==> config.mk <==
export PLATFORM = sky130hd
export DESIGN_NAME = simon_sequencer
export DESIGN_NICKNAME = d
export VERILOG_FILES = /design/src/rtl/simon_pkg.sv /design/src/rtl/simon_lfsr.sv /design/src/rtl/simon_sequencer.sv
export SDC_FILE = /design/constraint.sdc
export NUM_CORES = 1
export LEC_CHECK = 0
export ABC_AREA = 0
export ABC_CLOCK_PERIOD_IN_PS = 2750
export BUFFER_PORTS_ARGS = -buffer_cell sky130_fd_sc_hd__buf_2
export CAP_MARGIN = 20
export CORE_UTILIZATION = 50
export DETAILED_ROUTE_END_ITERATION = 6
export PLACE_DENSITY = 0.69
export SLEW_MARGIN = 20
export SYNTH_ARGS = -nofsm -noshare
export SYNTH_HDL_FRONTEND = slang
export SYNTH_SLANG_ARGS = --single-unit
==> constraint.sdc <==
create_clock -name clk -period 2.75 [get_ports clk]
set_input_delay 0.4125 -clock clk [delete_from_list [all_inputs] [get_ports clk]]
set_output_delay 0.4125 -clock clk [all_outputs]
set_load 0.02 [all_outputs]
==> src/rtl/simon_pkg.sv <==
// -----------------------------------------------------------------------------
// simon_pkg
//   Shared types and helpers for the Simon sequencer.
//   - simon_state_t : engine state encoding (also exported on the debug port)
//   - LFSR_TAPS     : tap mask for the 16-bit Fibonacci LFSR
//   - f_num_w / f_len_w / f_cnt_w : width helpers for parameter-derived buses
// -----------------------------------------------------------------------------
package simon_pkg;

   typedef enum logic [2:0] {
      ST_GEN      = 3'd0,
      ST_PLAY_ON  = 3'd1,
      ST_PLAY_OFF = 3'd2,
      ST_WAIT     = 3'd3,
      ST_OVER     = 3'd4,
      ST_WON      = 3'd5
   } simon_state_t;

   // Polynomial x^16+x^14+x^13+x^11+1 in right-shifting Fibonacci form:
   // the feedback bit is the XOR of bits 0,2,3,5 and enters at bit 15.
   localparam logic [15:0] LFSR_TAPS = 16'h002D;

   // Width of a button value bus (never narrower than one bit).
   function automatic int f_num_w(input int n);
      return (n > 2) ? $clog2(n) : 1;
   endfunction

   // Width that can hold the values 0..n inclusive.
   function automatic int f_len_w(input int n);
      return (n > 1) ? $clog2(n + 1) : 1;
   endfunction

   // Width of a counter that runs 0..n-1.
   function automatic int f_cnt_w(input int n);
      return (n > 2) ? $clog2(n) : 1;
   endfunction

endpackage

==> src/rtl/simon_lfsr.sv <==
// -----------------------------------------------------------------------------
// simon_lfsr
//   16-bit Fibonacci LFSR used as the random source for new sequence
//   elements. Advances every clock; reloads SEED while reset is low.
//
// Ports
//   clk     in   game clock
//   reset   in   synchronous, active-low; loads SEED
//   o_bits  out  OUT_W low bits of the current LFSR state
// -----------------------------------------------------------------------------
module simon_lfsr
   import simon_pkg::*;
#(
   parameter logic [15:0] SEED  = 16'hACE1,
   parameter int          OUT_W = 2
) (
   input  logic             clk,
   input  logic             reset,
   output logic [OUT_W-1:0] o_bits
);

   logic [15:0] r_lfsr;
   logic        w_fb;

   assign w_fb   = ^(r_lfsr & LFSR_TAPS);
   assign o_bits = r_lfsr[OUT_W-1:0];

   always_ff @(posedge clk) begin
      if (!reset) begin
         r_lfsr <= SEED;
      end else begin
         r_lfsr <= {w_fb, r_lfsr[15:1]};
      end
   end

endmodule

==> src/rtl/simon_sequencer.sv <==
// -----------------------------------------------------------------------------
// simon_sequencer
//   Simon game engine. Each round appends one random element to the stored
//   sequence, plays the whole sequence back as timed press pulses, then
//   checks the player's repeat with an inactivity timeout.
//
// Build option
//   SIMON_RETRY_EN : when defined, the first failure in a round replays the
//                    current sequence instead of ending the game; a second
//                    failure in the same round ends it. Undefined: every
//                    failure ends the game.
//
// Ports
//   clk            in   game clock (60 Hz)
//   reset          in   synchronous, active-low; restarts the game
//   player_num     in   player button value, only looked at with the strobe
//   player_pressed in   one-cycle press strobe
//   simon_turn     out  1 while the engine generates / plays back
//   simon_num      out  value being played back
//   simon_pressed  out  playback press active
//   game_over      out  sticky loss flag
//   game_won       out  sticky win flag
//   score          out  number of completed rounds
//   o_dbg_state    out  current FSM state (simon_state_t encoding)
//
// Handshake: player_pressed is a valid-only strobe (there is no ready). It is
// consumed on the cycle it is high if the engine is in WAIT and dropped
// silently in every other state; player_num is qualified by it.
//
// All outputs are registered. simon_turn/simon_pressed/simon_num are decoded
// from the state of the previous cycle, so the first press appears two cycles
// after reset is released (GEN, then the PLAY_ON register). game_over,
// game_won and score are written on the deciding edge itself.
// -----------------------------------------------------------------------------
module simon_sequencer
   import simon_pkg::*;
#(
   parameter int          NUM_BUTTONS = 4,
   parameter int          MAX_LEN     = 32,
   parameter int          TICK_ON     = 30,
   parameter int          TICK_OFF    = 30,
   parameter int          TIMEOUT     = 120,
   parameter logic [15:0] SEED        = 16'hACE1,
   localparam int         NUM_W       = f_num_w(NUM_BUTTONS),
   localparam int         LEN_W       = f_len_w(MAX_LEN)
) (
   input  logic             clk,
   input  logic             reset,
   input  logic [NUM_W-1:0] player_num,
   input  logic             player_pressed,
   output logic             simon_turn,
   output logic [NUM_W-1:0] simon_num,
   output logic             simon_pressed,
   output logic             game_over,
   output logic             game_won,
   output logic [LEN_W-1:0] score,
   output logic [2:0]       o_dbg_state
);

   localparam int IDX_W    = f_cnt_w(MAX_LEN);
   localparam int TICK_MAX = (TICK_ON > TICK_OFF) ? TICK_ON : TICK_OFF;
   localparam int TICK_W   = f_cnt_w(TICK_MAX);
   localparam int TMR_W    = f_cnt_w(TIMEOUT);

   simon_state_t     r_state;
   logic [NUM_W-1:0] r_mem [0:MAX_LEN-1];
   logic [LEN_W-1:0] r_len;
   logic [LEN_W-1:0] r_idx;
   logic [TICK_W-1:0] r_tick;
   logic [TMR_W-1:0] r_timer;
   logic [LEN_W-1:0] r_score;
   logic             r_over;
   logic             r_won;
   logic             r_turn;
   logic             r_pressed;
   logic [NUM_W-1:0] r_num;

   logic [NUM_W-1:0] w_lfsr_bits;
   logic [NUM_W-1:0] w_rnd;
   logic [IDX_W-1:0] w_wr_addr;
   logic [IDX_W-1:0] w_rd_addr;
   logic [NUM_W-1:0] w_cur;
   logic             w_last;
   logic             w_match;
   logic             w_fail;
   logic             w_retry_ok;

   // ---------------------------------------------------------------- random
   simon_lfsr #(
      .SEED  (SEED),
      .OUT_W (NUM_W)
   ) u_lfsr (
      .clk    (clk),
      .reset  (reset),
      .o_bits (w_lfsr_bits)
   );

   // Fold out-of-range values back into 0..NUM_BUTTONS-1 (only matters when
   // NUM_BUTTONS is not a power of two).
   always_comb begin
      w_rnd = w_lfsr_bits;
      if (int'(w_lfsr_bits) >= NUM_BUTTONS) begin
         w_rnd = w_lfsr_bits - NUM_W'(NUM_BUTTONS);
      end
   end

   // ---------------------------------------------------------------- memory
   // len never reaches MAX_LEN in GEN (the game is won first), so the
   // truncated write address is always in range.
   assign w_wr_addr = r_len[IDX_W-1:0];
   assign w_rd_addr = r_idx[IDX_W-1:0];
   assign w_cur     = r_mem[w_rd_addr];

   // Contents survive reset on purpose; only len decides what is valid.
   always_ff @(posedge clk) begin
      if (reset && (r_state == ST_GEN)) begin
         r_mem[w_wr_addr] <= w_rnd;
      end
   end

   // ----------------------------------------------------------- decisions
   assign w_last  = (r_idx == (r_len - LEN_W'(1)));
   assign w_match = (player_num == w_cur);

   // A press on the timeout cycle is judged on its value, not as a timeout.
   always_comb begin
      w_fail = 1'b0;
      if (r_state == ST_WAIT) begin
         if (player_pressed) begin
            w_fail = !w_match;
         end else begin
            w_fail = (r_timer == TMR_W'(TIMEOUT - 1));
         end
      end
   end

`ifdef SIMON_RETRY_EN
   logic r_retry;

   // One free replay per round; a fresh round (GEN) grants a new one.
   always_ff @(posedge clk) begin
      if (!reset) begin
         r_retry <= 1'b0;
      end else if (r_state == ST_GEN) begin
         r_retry <= 1'b0;
      end else if (w_fail) begin
         r_retry <= 1'b1;
      end
   end

   assign w_retry_ok = !r_retry;
`else
   assign w_retry_ok = 1'b0;
`endif

   // ------------------------------------------------------------------ FSM
   always_ff @(posedge clk) begin
      if (!reset) begin
         r_state   <= ST_GEN;
         r_len     <= '0;
         r_idx     <= '0;
         r_tick    <= '0;
         r_timer   <= '0;
         r_score   <= '0;
         r_over    <= 1'b0;
         r_won     <= 1'b0;
         r_turn    <= 1'b1;
         r_pressed <= 1'b0;
         r_num     <= '0;
      end else begin
         // Playback outputs follow the state one cycle later.
         r_pressed <= (r_state == ST_PLAY_ON);
         r_turn    <= (r_state != ST_WAIT);
         if (r_state == ST_PLAY_ON) begin
            r_num <= w_cur;
         end

         case (r_state)
            ST_GEN: begin
               r_len   <= r_len + LEN_W'(1);
               r_idx   <= '0;
               r_tick  <= '0;
               r_state <= ST_PLAY_ON;
            end

            ST_PLAY_ON: begin
               if (r_tick == TICK_W'(TICK_ON - 1)) begin
                  r_tick  <= '0;
                  r_state <= ST_PLAY_OFF;
               end else begin
                  r_tick <= r_tick + TICK_W'(1);
               end
            end

            ST_PLAY_OFF: begin
               if (r_tick == TICK_W'(TICK_OFF - 1)) begin
                  r_tick <= '0;
                  if (w_last) begin
                     r_idx   <= '0;
                     r_timer <= '0;
                     r_state <= ST_WAIT;
                  end else begin
                     r_idx   <= r_idx + LEN_W'(1);
                     r_state <= ST_PLAY_ON;
                  end
               end else begin
                  r_tick <= r_tick + TICK_W'(1);
               end
            end

            ST_WAIT: begin
               if (player_pressed && w_match) begin
                  r_timer <= '0;
                  if (w_last) begin
                     r_score <= r_len;
                     if (r_len == LEN_W'(MAX_LEN)) begin
                        r_won   <= 1'b1;
                        r_state <= ST_WON;
                     end else begin
                        r_state <= ST_GEN;
                     end
                  end else begin
                     r_idx <= r_idx + LEN_W'(1);
                  end
               end else if (w_fail) begin
                  if (w_retry_ok) begin
                     // Replay the current sequence without growing it.
                     r_idx   <= '0;
                     r_tick  <= '0;
                     r_state <= ST_PLAY_ON;
                  end else begin
                     r_over  <= 1'b1;
                     r_state <= ST_OVER;
                  end
               end else begin
                  r_timer <= r_timer + TMR_W'(1);
               end
            end

            ST_OVER: r_state <= ST_OVER;
            ST_WON:  r_state <= ST_WON;

            default: r_state <= ST_GEN;
         endcase
      end
   end

   assign simon_turn    = r_turn;
   assign simon_num     = r_num;
   assign simon_pressed = r_pressed;
   assign game_over     = r_over;
   assign game_won      = r_won;
   assign score         = r_score;
   assign o_dbg_state   = r_state;

endmodule

==> flow_summary_export.csv, run 1 <==
group,metric,value,unit
clock_network,htree_levels,4,
synth,ys_ff_latch,124,
job,drv_cap,0,
synth,ys_seq_area_share,59.05,%
routing,wl_per_cell,18.22,um
finish,multi_input_area,2147,um2
outcome,failed_checks,"setup timing",
timing,slew_headroom,29.65,%
grt,antenna_found_initial,0,
min_path,hp-start,"reset",
grt,grt_pass1_vias,3516,
clock_network,cts_sinks,124,
timing,hold_slack,291.7,ps
floorplan,die_y,104.8,um
timing,worst_slack,-57.74,ps
timing,finalCritPeriodShare,102.1,%
setup_path,crit_path_cell_trace,"buf_12, mux4_2, mux4_2, mux2i_4, xor2_2, buf_4, nand4_4, mux2i_1, nor2_1",
floorplan,die_width,104.8,um
routing,drt_wl_total,11.31,mm
clock_network,cts_tree,"yes",
synth,avgSynthCellArea,12.30,um2
pwr,power-per-cell-area,698.0,nW/um2
timing,setup_viol,14,
synth,yosysMostFrequentCell,"edfxtp_1",
clock_network,cts_hold_buf,0,
synth,ys_async_sr_fraction,0,%
min_path,hp-class,"in2reg",
routing,num_vias,3529,
synth,synth_top_family_by_area,"simple AND/OR/NAND/NOR gates",
routing,ant_nets,0,
grt,grtUsageTotal,22.00,%
setup_path,setup.worst_path.end_class,"flip-flop",
synth,synth_top_area_cell,"edfxtp_1",
floorplan,fp-row-count,37,
setup_path,critical-path-top-delay-family,"multiplexers",
setup_path,cp.arrival,3200,ps
timing,min_period,2808,ps
synth,synth_common_cells,"edfxtp_1 (64), nor2_1 (63), dfxtp_1 (60), nand2_1 (24), a21oi_1 (21)",
timing,maxClockFrequency,356.2,MHz
place,gp_congestion,0.8050,
min_path,holdPathStages,2,
place,placed_area,5644,um2
routing,route.detailed.drc,0,
synth,yosys-top-cells-area,"edfxtp_1 (36%), dfxtp_1 (23%), mux4_2 (6.8%)",
place,dp.cells,586,
synth,synth-compound-area-share,6.932,%
synth,synthesis.area,5289,um2
synth,yosysWarnings,0,
grt,grt_overflow,0,
pwr,power,4.449,mW
setup_path,critical_path_buf_inv_count,2,
synth,synth_xor_area_share,2.934,%
setup_path,criticalPathCategory,"reg2reg",
setup_path,max_stage_delay,530,ps
pwr,p_leak,2.312,nW
clock_network,worstSkewPairLatency,520,ps
synth,synthSimpleGateAreaFrac,15.59,%
pwr,ir_worst_vdd,0.4451,mV
finish,synthToLayoutAreaGrowth,20.51,%
finish,seq_area,3127,um2
timing,hold_violations,0,
floorplan,die_area,10990,um2
synth,synth_fp_nets,443,
routing,first_iter_violations,267,
synth,synthDistinctLibCells,49,
setup_path,cp_common_cell,"mux4_2",
floorplan,initial_core_util,51.46,%
place,dp_hpwl,7.152,mm
clock_network,clkTransAtPathRegs,60,ps
min_path,worstHoldEndpoint,"simon_turn",
clock_network,cts_buffers,17,
clock_network,root_buffer,"clkbuf_8",
setup_path,reg2reg_depth,9,
place,port_buffers,19,
setup_path,reg2reg_to,"score[5]",
synth,synthAdderAreaFrac,1.893,%
setup_path,start_kind,"flip-flop",
routing,drtPass1Iterations,5,
setup_path,critPathMaxFanout,8,
setup_path,cpMaxStageDelayCell,"mux4_2",
finish,layout-drive-gt1-share,23.30,%
synth,synth_flop_cell,"edfxtp_1",
finish,n_fill_cell,813,
timing,fin_skew,7.651,ps
finish,fin_nets,485,
finish,antenna_cells,0,
finish,fin_cells,621,
synth,synthCells,430,
timing,worst_slew_pin_slew,1054,ps
grt,grt_start_max_net_pins,34,
synth,yosys.area.top_type_share,36.34,%
floorplan,io_pins,20,
timing,slew_violations,0,
synth,synth_mux_area_share,11.33,%
grt,grt_pass1_wl,18.04,mm
outcome,status,"complete, but fails checks",
routing,vias_per_cell,5.683,
floorplan,coreArea,10280,um2
clock_network,cts_buffer_depth,2,
finish,design_area,6374,um2
setup_path,r2r_slack,-60,ps
setup_path,critical_path_required,3150,ps
timing,rsz0062_at_grt,"true",
synth,synth_edf_count,64,
place,pre_cts_slack,-184.4,ps
==> routing by layer <==
layer / GRT usage (%) / share of wire, % / wire (um) / vias up
met5: 0 / 0 / 0 / -
met4: 10.76 / 1.9 / 218 / 0
met3: 6.301 / 5.0 / 565 / 18
met2: 34.20 / 48 / 5455 / 92
met1: 28.33 / 45 / 5074 / 1759
li1: - / - / - / 1660
==> cell families after synthesis <==
| logic type | after synthesis |
|---|---|
| AND/OR/NAND/NOR | 167 |
| AO/OA/AOI/OAI | 57 |
| buffers and inverters | 25 |
| adder cells (fa/ha/maj) | 8 |
| multiplexers | 33 |
| XOR/XNOR | 16 |
| flip-flops | 124 |
==> through the flow <==
step / utilization [%] / TNS, ps
after global placement: 54.92 / -981.3
final: 62.02 / -289.9
after detailed placement: 54.92 / -2448
after global routing: 62.02 / -3451
after CTS: 61.25 / -323.5
after floorplan: - / 0
==> how the worst max path moves through the flow <==
| stage | from | end | slack, ps | depth (start not counted) |
|---|---|---|---|---|
| after floorplan | flip-flop | flip-flop | 4 | 10 |
| after global placement | flip-flop | score[3] | -90 | 9 |
| after detailed placement | flip-flop | score[5] | -180 | 9 |
| after CTS | flip-flop | score[5] | -60 | 9 |
| after global routing | flip-flop | score[5] | -170 | 9 |
| final | flip-flop | score[5] | -60 | 9 |
==> registers in the layout, summed over array words and instances, names as in the netlist, named ones only <==
| register | count |
|---|---|
| score | 6 |
| game_over | 1 |
| simon_turn | 1 |
| r_mem | 64 |
| r_len | 6 |
| simon_pressed | 1 |
| r_timer | 7 |
| r_tick | 5 |
| simon_num | 2 |
| o_dbg_state | 3 |
| game_won | 1 |
| r_idx | 6 |
| u_lfsr.r_lfsr | 16 |
==> power breakdown <==
group          internal (mW)  switching, mW  total, mW  leakage, nW
sequential              1.98         0.0264       2.00         1.08
combinational         0.0991          0.167      0.266        0.941
clock                   1.39          0.789       2.18        0.293
total                   3.47          0.982       4.45         2.31
==> cell usage in the layout, fill, tap and decap left out, types with 16 or more instances in the layout <==
cell / count
edfxtp_1: 64
nor2_1: 63
dfxtp_1: 59
nand2_1: 24
mux4_2: 20
clkbuf_16: 20
nand2b_1: 19
buf_2: 19
a21oi_1: 16
buf_4: 16
==> what timing repair did <==
item                                    in CTS  in global routing
gates resized for setup                     10                 16
pin swaps                                    3                 15
endpoints found under the hold margin        0                  0
setup buffers                                2                  0
endpoints found under the setup margin      29                 29
cloned                                       0                  1
==> cell type report <==
type	count	area share, %
clock buffer	25	8.775
clock inverter	7	0.6871
inverter	7	0.4122
multi-input combinational	281	33.69
sequential	124	49.06
tap	136	2.670
timing repair buffer	41	4.711
Power figures use the tool's default switching activity.
==> run 2: changes to the inputs <==
ABC_CLOCK_PERIOD_IN_PS = 3500   (was 2750)
PLACE_DENSITY = 0.67   (was 0.69)
SETUP_SLACK_MARGIN = 0.1   (was unset)
clock period = 3.5 ns   (was 2.75 ns; I/O delays follow)
==> run 2 against run 1 <==
Net effect: the flow now finishes without violations; via count is 1.4% lower; setup slack better by 410 ps; register-to-register slack better by 410 ps; combinational power is 37% lower; hold slack better by 120 ps; non-clock buffer count is 16 lower; total power is 23% lower; highest routed layer unchanged.
==> flow_summary_export.csv, run 2 (synthesis results as in run 1) <==
group,metric,value,unit
finish,fin_nets,469,
clock_network,root_buffer,"clkbuf_8",
timing,slew_violations,0,
clock_network,cts_tree,"yes",
setup_path,cpMaxStageDelayCell,"mux4_1",
pwr,power_frac_seq,46.1,%
grt,grt_overflow,0,
timing,hold_violations,0,
finish,final_cell_mix,"edfxtp_1 (64), nor2_1 (63), dfxtp_1 (58)",
pwr,internal_power,2.660,mW
clock_network,clkTransAtPathRegs,60,ps
grt,antenna_found_initial,0,
pwr,ir_worst_vdd,0.4157,mV
finish,multi_input_area,2054,um2
pwr,pwr-share-clk,49.1,%
clock_network,htree_levels,4,
finish,seq_area,3126,um2
setup_path,start_kind,"flip-flop",
setup_path,cp.arrival,3580,ps
grt,grt_pass1_vias,3333,
floorplan,initial_core_util,51.46,%
pwr,power.switching,784.1,uW
floorplan,die_area,10990,um2
min_path,hp-start,"u_lfsr.r_lfsr[11]",
finish,antenna_cells,0,
pwr,p_leak,2.236,nW
clock_network,cts_buffers,17,
min_path,worstHoldEndpoint,"u_lfsr.r_lfsr[10]",
floorplan,fp-row-count,37,
routing,route.detailed.drc,0,
place,port_buffers,19,
routing,drt_wl_total,10.71,mm
min_path,hp-class,"reg2reg",
outcome,status,"finished clean",
min_path,holdPathStages,1,
place,dp_hpwl,6.885,mm
place,gp_congestion,0.7826,
timing,min_period,3148,ps
setup_path,critical_path_buf_inv_count,1,
setup_path,criticalPathCategory,"reg2reg",
routing,ant_nets,0,
pwr,combPwrFrac,4.9,%
job,drv_cap,0,
grt,grtUsageTotal,21.44,%
routing,wl_per_cell,17.71,um
floorplan,io_pins,20,
finish,top_regs,"r_mem: 64 flops, u_lfsr.r_lfsr: 16 flops, r_timer: 7 flops",
setup_path,critical-path-top-delay-family,"multiplexers",
timing,maxClockFrequency,317.7,MHz
setup_path,max_stage_delay,570,ps
setup_path,reg2reg_depth,8,
timing,slew_headroom,50.91,%
timing,setup_tns,0,ps
clock_network,cts_buffer_depth,2,
setup_path,crit_path_cell_trace,"buf_12, mux4_1, mux4_2, mux2i_2, xor2_2, nand4bb_2, a21oi_1, mux2i_1",
routing,vias_per_cell,5.749,
finish,regMostFlops,"r_mem",
routing,drtPass1Iterations,5,
timing,worst_slew_pin_slew,736.4,ps
timing,setup_viol,0,
finish,layout-drive-gt1-share,17.27,%
setup_path,setup.worst_path.end_class,"flip-flop",
floorplan,coreArea,10280,um2
floorplan,die_width,104.8,um
timing,fin_skew,7.161,ps
clock_network,worstSkewPairLatency,530,ps
finish,largest_reg_flops,64,
setup_path,r2r_slack,350,ps
finish,final_common_cell,"edfxtp_1",
timing,rsz0062_at_grt,"false",
routing,num_vias,3478,
pwr,p_sw_share,22.77,%
finish,n_fill_cell,836,
timing,finalCritPeriodShare,89.94,%
setup_path,critPathMaxFanout,16,
routing,first_iter_violations,230,
grt,grt_pass1_wl,17.47,mm
clock_network,cts_sinks,124,
finish,synthToLayoutAreaGrowth,15.59,%
clock_network,cts_hold_buf,0,
timing,hold_slack,409.1,ps
floorplan,die_y,104.8,um
pwr,power-per-cell-area,563.3,nW/um2
setup_path,critical_path_required,3930,ps
grt,grt_start_max_net_pins,34,
[run 2: what timing repair did]
item                                   4_1_cts  5_1_grt
setup endpoints to repair                    0       10
endpoints found under the hold margin        0        0
buffers inserted                             0        0
resized for setup                            0        2
[run 2: routing by layer]
metal	GRT usage, %	part of all wire (%)
met1	28.58	45
met2	32.59	47
met3	5.989	5.1
met4	9.960	2.7
met5	0	0
[run 2: how the worst max path moves through the flow]
stage / endpoint / slack, ps / cells past startpoint
after global placement: flip-flop / 390 / 8
after detailed placement: r_idx[3] / 370 / 8
final: flip-flop / 350 / 8
after floorplan: r_timer[6] / 530 / 10
after global routing: flip-flop / 160 / 8
after CTS: flip-flop / 180 / 8
[run 2: cell type report]
class,count,share of cell area (%)
multi-input combinational,281,33.61
sequential,124,51.13
clock inverter,12,1.740
clock buffer,20,7.818
inverter,7,0.4298
timing repair buffer,25,2.497
tap,136,2.783
[run 2: power groups by stage]
stage,combinational [mW],clock [mW],sequential (mW)
2_1_floorplan,0.119,0,1.60
3_3_place_gp,0.160,0,1.62
3_5_place_dp,0.163,0,1.62
4_1_cts,0.166,1.72,1.59
5_1_grt,0.188,1.78,1.59
6_report,0.167,1.69,1.59
[run 2: stage by stage]
step / total power, mW / cell area [um2] / std cells / setup slack [ps] / util [%]
4_1_cts: 3.471 / 6102 / 605 / 177.3 / 59.37
6_report: 3.444 / 6113 / 605 / 352.2 / 59.48
3_5_place_dp: 1.780 / 5518 / 573 / 366.1 / 53.69
2_1_floorplan: 1.724 / 5289 / 430 / 530.0 / -
5_1_grt: 3.556 / 6113 / 605 / 159.0 / 59.48
3_3_place_gp: 1.777 / 5518 / 573 / 389.7 / 53.69
